--- src/rtl/jt51_acc_mix.sv ---
// Stereo accumulator for the time-multiplexed FM operator pipeline.
// Per-channel carrier sums are built in a CH-entry delay line over the four
// operator groups (M1,M2,C1,C2), then folded into left/right frame sums that
// are shifted by the volume code and saturated once per 4*CH-slot frame.
module jt51_acc_mix #(
    parameter int CH   = 8,
    parameter int OPW  = 14,
    parameter int NW   = 12,
    parameter int ACCW = 16,
    parameter int OUTW = 16,
    parameter int VOLW = 4
) (
    input  logic                   clk,
    input  logic                   rst_n,
    input  logic                   cen,
    input  logic                   sync,
    input  logic [2:0]             con,
    input  logic [1:0]             rl,
    input  logic signed [OPW-1:0]  op_out,
    input  logic                   ne,
    input  logic signed [NW-1:0]   noise,
    input  logic [VOLW-1:0]        vol_l,
    input  logic [VOLW-1:0]        vol_r,
    input  logic                   clip_clr,
    output logic signed [OUTW-1:0] left,
    output logic signed [OUTW-1:0] right,
    output logic                   sample_valid,
    output logic                   clip_l,
    output logic                   clip_r,
    output logic                   locked
);

    localparam int NS = 4 * CH;
    localparam int SW = $clog2(NS);
    localparam int CW = $clog2(CH);
    localparam int FW = ACCW + CW + 1;

    logic [SW-1:0]          slot;
    logic [SW-1:0]          cur;
    logic [1:0]             grp;
    logic [CW-1:0]          ch;
    logic                   last;
    logic                   en;
    logic signed [OPW-1:0]  noise_x;
    logic signed [OPW-1:0]  opnd;
    logic signed [OPW-1:0]  addv;
    logic signed [ACCW-1:0] base;
    logic signed [ACCW:0]   wide;
    logic signed [ACCW-1:0] entry;
    logic signed [FW-1:0]   entry_x;
    logic signed [FW-1:0]   fl, fr, fl_n, fr_n;
    logic signed [FW-1:0]   shl_l, shl_r;
    logic [OUTW:0]          sat_l, sat_r;
    logic signed [ACCW-1:0] dl [CH];

    // Clamp an ACCW+1 bit sum back into ACCW bits.
    function automatic logic signed [ACCW-1:0] sat_acc(input logic signed [ACCW:0] x);
        if (x[ACCW] != x[ACCW-1])
            return x[ACCW] ? {1'b1, {(ACCW-1){1'b0}}} : {1'b0, {(ACCW-1){1'b1}}};
        return x[ACCW-1:0];
    endfunction

    // Clamp a frame value into OUTW bits; MSB of the result flags saturation.
    function automatic logic [OUTW:0] sat_out(input logic signed [FW-1:0] x);
        logic [FW-OUTW:0] top;
        top = x[FW-1:OUTW-1];
        if (&top || ~|top)
            return {1'b0, x[OUTW-1:0]};
        return x[FW-1] ? {2'b11, {(OUTW-1){1'b0}}} : {2'b10, {(OUTW-1){1'b1}}};
    endfunction

    // Slot decode, operand select, channel sum update and frame output values.
    always_comb begin
        cur     = sync ? '0 : slot;
        grp     = cur[SW-1 -: 2];
        ch      = cur[CW-1:0];
        last    = (cur == SW'(NS - 1));
        noise_x = OPW'(noise);
        opnd    = (ne && last) ? noise_x : op_out;
        case (grp)
            2'd0:    en = (con == 3'd7);
            2'd1:    en = (con >= 3'd5);
            2'd2:    en = (con >= 3'd4);
            default: en = 1'b1;
        endcase
        addv    = en ? opnd : '0;
        base    = (grp == 2'd0) ? '0 : dl[ch];
        wide    = (ACCW+1)'(base) + (ACCW+1)'(addv);
        entry   = sat_acc(wide);
        entry_x = FW'(entry);
        // A sync always starts a fresh frame, so the old frame sums are dropped.
        fl_n = sync ? '0 : fl;
        fr_n = sync ? '0 : fr;
        if (grp == 2'd3 && rl[0]) fl_n = fl_n + entry_x;
        if (grp == 2'd3 && rl[1]) fr_n = fr_n + entry_x;
        shl_l = fl_n >>> vol_l;
        shl_r = fr_n >>> vol_r;
        sat_l = sat_out(shl_l);
        sat_r = sat_out(shl_r);
    end

    // Slot counter, lock flag, delay line and frame sums.
    always_ff @(posedge clk or negedge rst_n) begin
        if (!rst_n) begin
            slot   <= '0;
            locked <= 1'b0;
            fl     <= '0;
            fr     <= '0;
            for (int i = 0; i < CH; i++) dl[i] <= '0;
        end else if (cen) begin
            slot <= cur + SW'(1);
            if (sync) begin
                locked <= 1'b1;
                for (int i = 0; i < CH; i++) dl[i] <= '0;
            end
            dl[ch] <= entry;
            if (last) begin
                fl <= '0;
                fr <= '0;
            end else begin
                fl <= fl_n;
                fr <= fr_n;
            end
        end
    end

    // Output sample, valid pulse and sticky clip flags (clear ignores cen; set wins).
    always_ff @(posedge clk or negedge rst_n) begin
        if (!rst_n) begin
            left         <= '0;
            right        <= '0;
            sample_valid <= 1'b0;
            clip_l       <= 1'b0;
            clip_r       <= 1'b0;
        end else begin
            sample_valid <= 1'b0;
            if (clip_clr) begin
                clip_l <= 1'b0;
                clip_r <= 1'b0;
            end
            if (cen && last && locked) begin
                left         <= sat_l[OUTW-1:0];
                right        <= sat_r[OUTW-1:0];
                sample_valid <= 1'b1;
                if (sat_l[OUTW]) clip_l <= 1'b1;
                if (sat_r[OUTW]) clip_r <= 1'b1;
            end
        end
    end

endmodule

--- config.mk ---
export PLATFORM = sky130hd
export DESIGN_NAME = jt51_acc_mix
export DESIGN_NICKNAME = d
export VERILOG_FILES = /design/src/rtl/jt51_acc_mix.sv
export SDC_FILE = /design/constraint.sdc
export NUM_CORES = 1
export LEC_CHECK = 0
export CORE_MARGIN = 2
export CORE_UTILIZATION = 40
export CTS_CLUSTER_SIZE = 24
export DETAILED_ROUTE_END_ITERATION = 12
export PLACE_DENSITY = 0.63
export SYNTH_ARGS = -nofsm -noshare
export SYNTH_HDL_FRONTEND = slang
export SYNTH_SLANG_ARGS = --single-unit
--- constraint.sdc ---
create_clock -name clk -period 11.81 [get_ports clk]
set_input_delay 3.543 -clock clk [delete_from_list [all_inputs] [get_ports clk]]
set_output_delay 3.543 -clock clk [all_outputs]
set_load 0.01 [all_outputs]
== Word-level counts from Yosys, hierarchy flattened ==
Index checks and enable logic that the tools add are counted.

* Order comparisons: 4
* Shift-type cells: 2
* Bitwise operators: 1
* Reduce and logical (&&, ||, !) cells: 16
* Muxes and demuxes: 38
* $add $sub $neg: 4
* Equal/unequal tests: 6

{| class="wikitable"
|+ Operators with widths
! operator !! number
|-
| $mux 128 || 2
|-
| $mux 16 || 9
|-
| $bwmux 128 || 1
|-
| $mux 20 || 6
|-
| $mux 17 || 4
|-
| $bmux 16 s3 || 1
|-
| $demux 16 s3 || 1
|-
| $add 20x16->20 || 2
|-
| $sshr 20x4->20 || 2
|-
| $mux 14 || 2
|-
| $add 16x14->17 || 1
|-
| $mux 1 || 10
|-
| $reduce_and 5->1 || 2
|-
| $reduce_or 5->1 || 2
|-
| $ge 3x3->1 const B || 2
|-
| $logic_and 1x1->1 || 6
|-
| $add 5x1->5 const B || 1
|-
| $eq 5x5->1 const B || 1
|-
| $mux 5 || 1
|-
| $eq 2x2->1 const B || 2
|-
| $ge 4x4->1 const B || 1
|-
| $lt 4x1->1 const B || 1
|-
| $not 3->4 || 1
|-
| $eq 3x3->1 const B || 1
|-
| other kinds (7) || 9
|}

* Input bits: 45
* Output and inout port bits: 36
* Bits in registers: 209
* Logic and storage cells: 88

== Logic depth before layout (Yosys ltp) ==
* Word-level depth: 20
* Gate-level depth with buffers: 47

== Worst setup path after synthesis ==
OpenSTA, ideal clock, no wires.

* Kind: input to register
* From: input sync
* To: register right[5]
* Slack: -1.157 ns
* Stages: 46
* Library setup time: 0.121 ns
* Required time: 11.689 ns
* Arrival time: 12.846 ns
* Cell sequence: clkbuf_1 -> clkbuf_1 -> clkbuf_1 -> nand2b_1 -> inv_1 -> clkbuf_1 -> ha_1 -> nand2_1 -> nor3_1 -> ha_1 -> clkbuf_1 -> and2_1 -> clkbuf_1 -> nand2_1 -> a21oi_1 -> ha_1 -> a21o_1 -> a21oi_1 -> [10 not listed] -> clkinv_1 -> or2_2 -> clkbuf_1 -> a21boi_1 -> inv_1 -> ha_1 -> a21oi_1 -> nor2_1 -> o31ai_4 -> a311oi_2 -> or4_4 -> nand3_4 -> nor2_2 -> or4_4 -> a311oi_4 -> buf_6 -> a21oi_1 -> o22a_1

* Longest elaborated chain between the ends: 18

{| class="wikitable"
|+ Ends and longest elaborated chain
! what !! RTL line !! source
|-
| start, declared || 16 || <nowiki>input logic sync,</nowiki>
|-
| $mux 5 || 74 || <nowiki>cur = sync ? '0 : slot;</nowiki>
|-
| $not 3->4 (implied by the code) || 87 || <nowiki>base = (grp == 2'd0) ? '0 : dl[ch];</nowiki>
|-
| $bmux 16 s3 || 87 ||
|-
| $mux 16 (implied by the code) (2 in a row) || 87 ||
|-
| $mux 16 || 87 ||
|-
| $add 16x14->17 || 88 || <nowiki>wide = (ACCW+1)'(base) + (ACCW+1)'(addv);</nowiki>
|-
| $mux 16 or $ne 1x1->1 (tied branches) || 59, 58 ||
|-
| $mux 16 or $mux 1 (tied branches) || 58 || <nowiki>if (x[ACCW] != x[ACCW-1])</nowiki>
|-
| $mux 16 || 60 || <nowiki>return x[ACCW-1:0];</nowiki>
|-
| $add 20x16->20 || 95 || <nowiki>if (grp == 2'd3 && rl[1]) fr_n = fr_n + entry_x;</nowiki>
|-
| $mux 20 || 95 ||
|-
| $sshr 20x4->20 || 97 || <nowiki>shl_r = fr_n >>> vol_r;</nowiki>
|-
| $reduce_or 5->1 || 67 || <nowiki>if (&top || ~|top)</nowiki>
|-
| $logic_not 1->1 || 67 ||
|-
| $logic_or 1x1->1 || 67 ||
|-
| $mux 1 || 67 ||
|-
| $mux 17 || 69 || <nowiki>return x[FW-1] ? {2'b11, {(OUTW-1){1'b0}}} : {2'b10, {(OUTW-1){1'b1}}};</nowiki>
|-
| end signal, assigned || 143 || <nowiki>right <= sat_r[OUTW-1:0];</nowiki>
|-
| end, declared || 26 || <nowiki>output logic signed [OUTW-1:0] right,</nowiki>
|}

Parallel ways exist; a longest one is shown, timed or not. The select of a mux whose other input is x is not followed.
A chain may end at the register's enable or synchronous reset.

== Final worst setup path ==
* From: input sync
* To: register left[4]

* Longest elaborated chain between the ends: 18

{| class="wikitable"
|+ Ends and longest elaborated chain
! what !! RTL line !! source
|-
| $mux 5 || 74 ||
|-
| $not 3->4 (implied by the code) || 87 ||
|-
| $bmux 16 s3 || 87 ||
|-
| $mux 16 (implied by the code) (2 in a row) || 87 ||
|-
| $mux 16 || 87 ||
|-
| $add 16x14->17 || 88 ||
|-
| $mux 16 or $ne 1x1->1 (tied branches) || 59, 58 ||
|-
| $mux 16 or $mux 1 (tied branches) || 58 ||
|-
| $mux 16 || 60 ||
|-
| $add 20x16->20 || 94 || <nowiki>if (grp == 2'd3 && rl[0]) fl_n = fl_n + entry_x;</nowiki>
|-
| $mux 20 || 94 ||
|-
| $sshr 20x4->20 || 96 || <nowiki>shl_l = fl_n >>> vol_l;</nowiki>
|-
| $reduce_or 5->1 || 67 ||
|-
| $logic_not 1->1 || 67 ||
|-
| $logic_or 1x1->1 || 67 ||
|-
| $mux 1 || 67 ||
|-
| $mux 17 || 69 ||
|-
| end signal, assigned || 142 || <nowiki>left <= sat_l[OUTW-1:0];</nowiki>
|-
| end, declared || 25 || <nowiki>output logic signed [OUTW-1:0] left,</nowiki>
|}

Parallel ways exist; a longest one is shown, timed or not. The select of a mux whose other input is x is not followed.

==> impl_metrics.yaml <==
placed_design:
  gp_congestion: 0.921
  dp_cells: 2318
  io_buffers: 80
  place_area_um2: 16700
  post-place-ws_ps: -207
  dpl.hpwl_mm: 33.0
global_routing:
  grt_pass1_vias: 13300
  grt_max_degree: 92
  overflow: 0
  grt_pass1_wl_mm: 74.5
  antenna_found_initial: 1
  grt_usage: 0.239
clock_network:
  cts_buffer_depth: 3
  clk_pin_slew_ps: 60
  htree_levels: 1
  clock-sinks: 209
  cts_tree: "built"
  cts-buffers-inserted: 26
  root_buffer: "clkbuf_16"
  clk_latency_ps: 570
final_layout:
  insertedDiodeCount: 0
  multiInputGateArea_um2: 9160
  stdcell_count: 2366
  drive_gt1_frac: 0.131
  area_growth_pct: 17.3
  n_fill_cell: 3597
  stdcell_area_um2: 17700
  nets: 1942
  ff_latch_area_um2: 5230
setup_path:
  crit_type: "primary input to register"
  required_ps: 12270
  endpoint_kind: "register"
  path_buf_inv: 9
  crit_top_cell: "ha_1"
  cp-start-kind: "primary input"
  crit_cells: 41
  critical_path.top_delay_family: "compound AO/OA/AOI/OAI gates"
  r2r_slack_ps: 2850
  reg2reg_depth: 35
  cp.arrival_ps: 11820
  cp_slowest_stage_delay_ps: 460
  cpMaxStageDelayCell: "fa_1"
  crit_path_max_fanout: 10
synthesis:
  syn_area_um2: 15100
  synth_edf_count: 0
  synth_seq_area_share: 0.346
  ys_warn_count: 0
  synthCells: 1774
  ys_types: 89
  syn_area_per_cell_um2: 8.51
  synth_area_leaders: "dfrtp_1 (35%), o21ai_0 (5.6%), ha_1 (4.8%)"
  synthArstFlopShare: 1.00
  synth_flop_cell: "dfrtp_1"
  ys_seq_elements: 209
  synth_nets: 1880
  yosysTopAreaCellShare: 0.346
  synth_top_area_cell: "dfrtp_1"
route:
  ant_nets: 0
  finalWirelength_mm: 46.9
  drc: 0
  first_pass_iters: 7
  viasPerCell: 5.94
  first_iter_violations: 1098
  avgRoutedWirePerCell_um: 19.8
  vias: 14100
floorplanning:
  rows: 71
  die_w_um: 198
  ioPinCount: 81
  start_util: 0.404
  coreArea_um2: 37400
  die_h_um: 198
  die_area_um2: 39300
power:
  peakVddDrop_uv: 94.0
  power_mw: 2.39
  p_per_area_nw_per_um2: 135
  leakage_nw: 7.95
timing:
  max_slew_margin: 0.205
  holdWs_ps: 478
  final-setup-viol-count: 0
  clock_skew_ps: 26.4
  finalCritPeriodShare: 0.962
  fmax_ghz: 0.0880
  tightest_slew_ps: 1190
  fin_crit_ps: 11360
  timing_hold_violations_final: 0
  slew_violations: 0
  fin_ws_ps: 450
run:
  maxCapViolations: 0
outcome:
  run_status: "complete, no violations"
worst_hold_path:
  min_path_type: "register to register"
  hold_depth: 2
-- synth_stat cells, types with 9 or more instances --
cell type / n
o21a_1: 20
a21oi_1: 107
dfrtp_1: 209
nor2b_1: 10
o21ai_0: 168
inv_1: 88
nor4_1: 9
o22a_1: 14
a21o_1: 30
a31oi_1: 19
mux4_2: 27
mux2i_1: 64
mux2_2: 25
o211ai_1: 22
a211oi_1: 21
and3_1: 22
nand2_1: 155
nand3_1: 130
nor3_1: 34
clkbuf_1: 105
ha_1: 58
a221o_1: 12
o22ai_1: 51
and2_1: 11
a22oi_1: 11
xnor2_1: 20
buf_2: 11
xor2_1: 12
or3_1: 9
nand2b_1: 17
nor2_1: 122
a211o_1: 9
-- per-layer routing --
metal	global-route usage	vias to the layer above	wire length [um]
met2	0.362	479	20500
met5	0	-	0
met1	0.358	6850	22500
met3	0.0293	67	2910
met4	0.0621	0	941
li1	-	6660	-
-- state kept, by name, summed over array words and instances, names as in the netlist --
signal	flops
clip_l	1
sample_valid	1
right	16
fl	20
left	16
dl	128
fr	20
slot	5
clip_r	1
locked	1
-- what timing repair did --
item,CTS,global route
endpoints found under the setup margin,0,32
resized for setup,0,15
hold buffers,0,0
buffers inserted,0,1
-- cells in the final DEF, fill, tap and decap left out, types with 9 or more instances in the layout --
cell type,n
a211o_1,9
a211oi_1,19
a21o_1,30
a21oi_1,103
a221o_1,12
a22oi_1,11
a31oi_1,19
and2_1,11
and3_1,22
buf_4,81
clkbuf_16,26
clkdlybuf4s50_1,77
dfrtp_1,208
ha_1,57
inv_1,87
mux2_2,25
mux2i_1,64
mux4_2,27
nand2_1,154
nand2b_1,15
nand3_1,130
nor2_1,121
nor2b_1,9
nor3_1,31
nor4_1,9
o211ai_1,22
o21a_1,20
o21ai_0,166
o22a_1,14
o22ai_1,51
or3_1,9
xnor2_1,20
xor2_1,12
-- stage by stage --
step | util | TNS (ps)
floorplan | - | 0
global placement | 0.448 | -19.6
detailed placement | 0.448 | -2880
CTS | 0.471 | 0
global route | 0.473 | -2.02
finish | 0.473 | 0
-- final cells by class --
cell class	instances	share of cell area
clock inverter	12	0.00799
inverter	93	0.0201
sequential	209	0.296
multi-input combinational	1343	0.517
timing repair buffer	163	0.0815
clock buffer	35	0.0415
tap	511	0.0361
-- cells by family (layout without fill, tap and decap cells) --
family                     after synthesis  count (layout)  synth area share
AOI/OAI and AO/OA                      576             576             0.248
and+or+nand+nor                        557             557             0.175
buffers and inverters                  222             303            0.0574
DFF                                    209             209             0.346
muxes                                  117             117             0.102
adders and majority gates               61              61            0.0521
xor gates and xnor gates                32              32            0.0186
-- power by group --
group	switching, mW	internal, mW
registers	0.0440	0.782
clock network	0.332	0.481
logic	0.482	0.271
total	0.858	1.53
-- path summary, 6_finish.rpt --
| check | startpoint | to |
|---|---|---|
| setup / recovery | sync | left[4]$_DFFE_PN0P_ |
| hold / removal | dl[124]$_DFFE_PN0P_ | dl[124]$_DFFE_PN0P_ |
| setup reg to reg | slot[0]$_DFFE_PN0P_ | left[4]$_DFFE_PN0P_ |
| hold reg to reg | dl[124]$_DFFE_PN0P_ | dl[124]$_DFFE_PN0P_ |
| max in group asynchronous | rst_n | slot[0]$_DFFE_PN0P_ |
| min in group asynchronous | rst_n | right[11]$_DFFE_PN0P_ |
-- worst register-to-register path, delay by kind of cell (launching register included) --
kind                       cells  cell delay, ps
xor gates and xnor gates       1             150
AOI/OAI and AO/OA             17            3470
adders and majority gates      4            1280
DFF                            1             640
muxes                          2             960
and+or+nand+nor                4            1160
buffers and inverters          7            1160
Note: power is estimated with default switching activity, not from simulation.
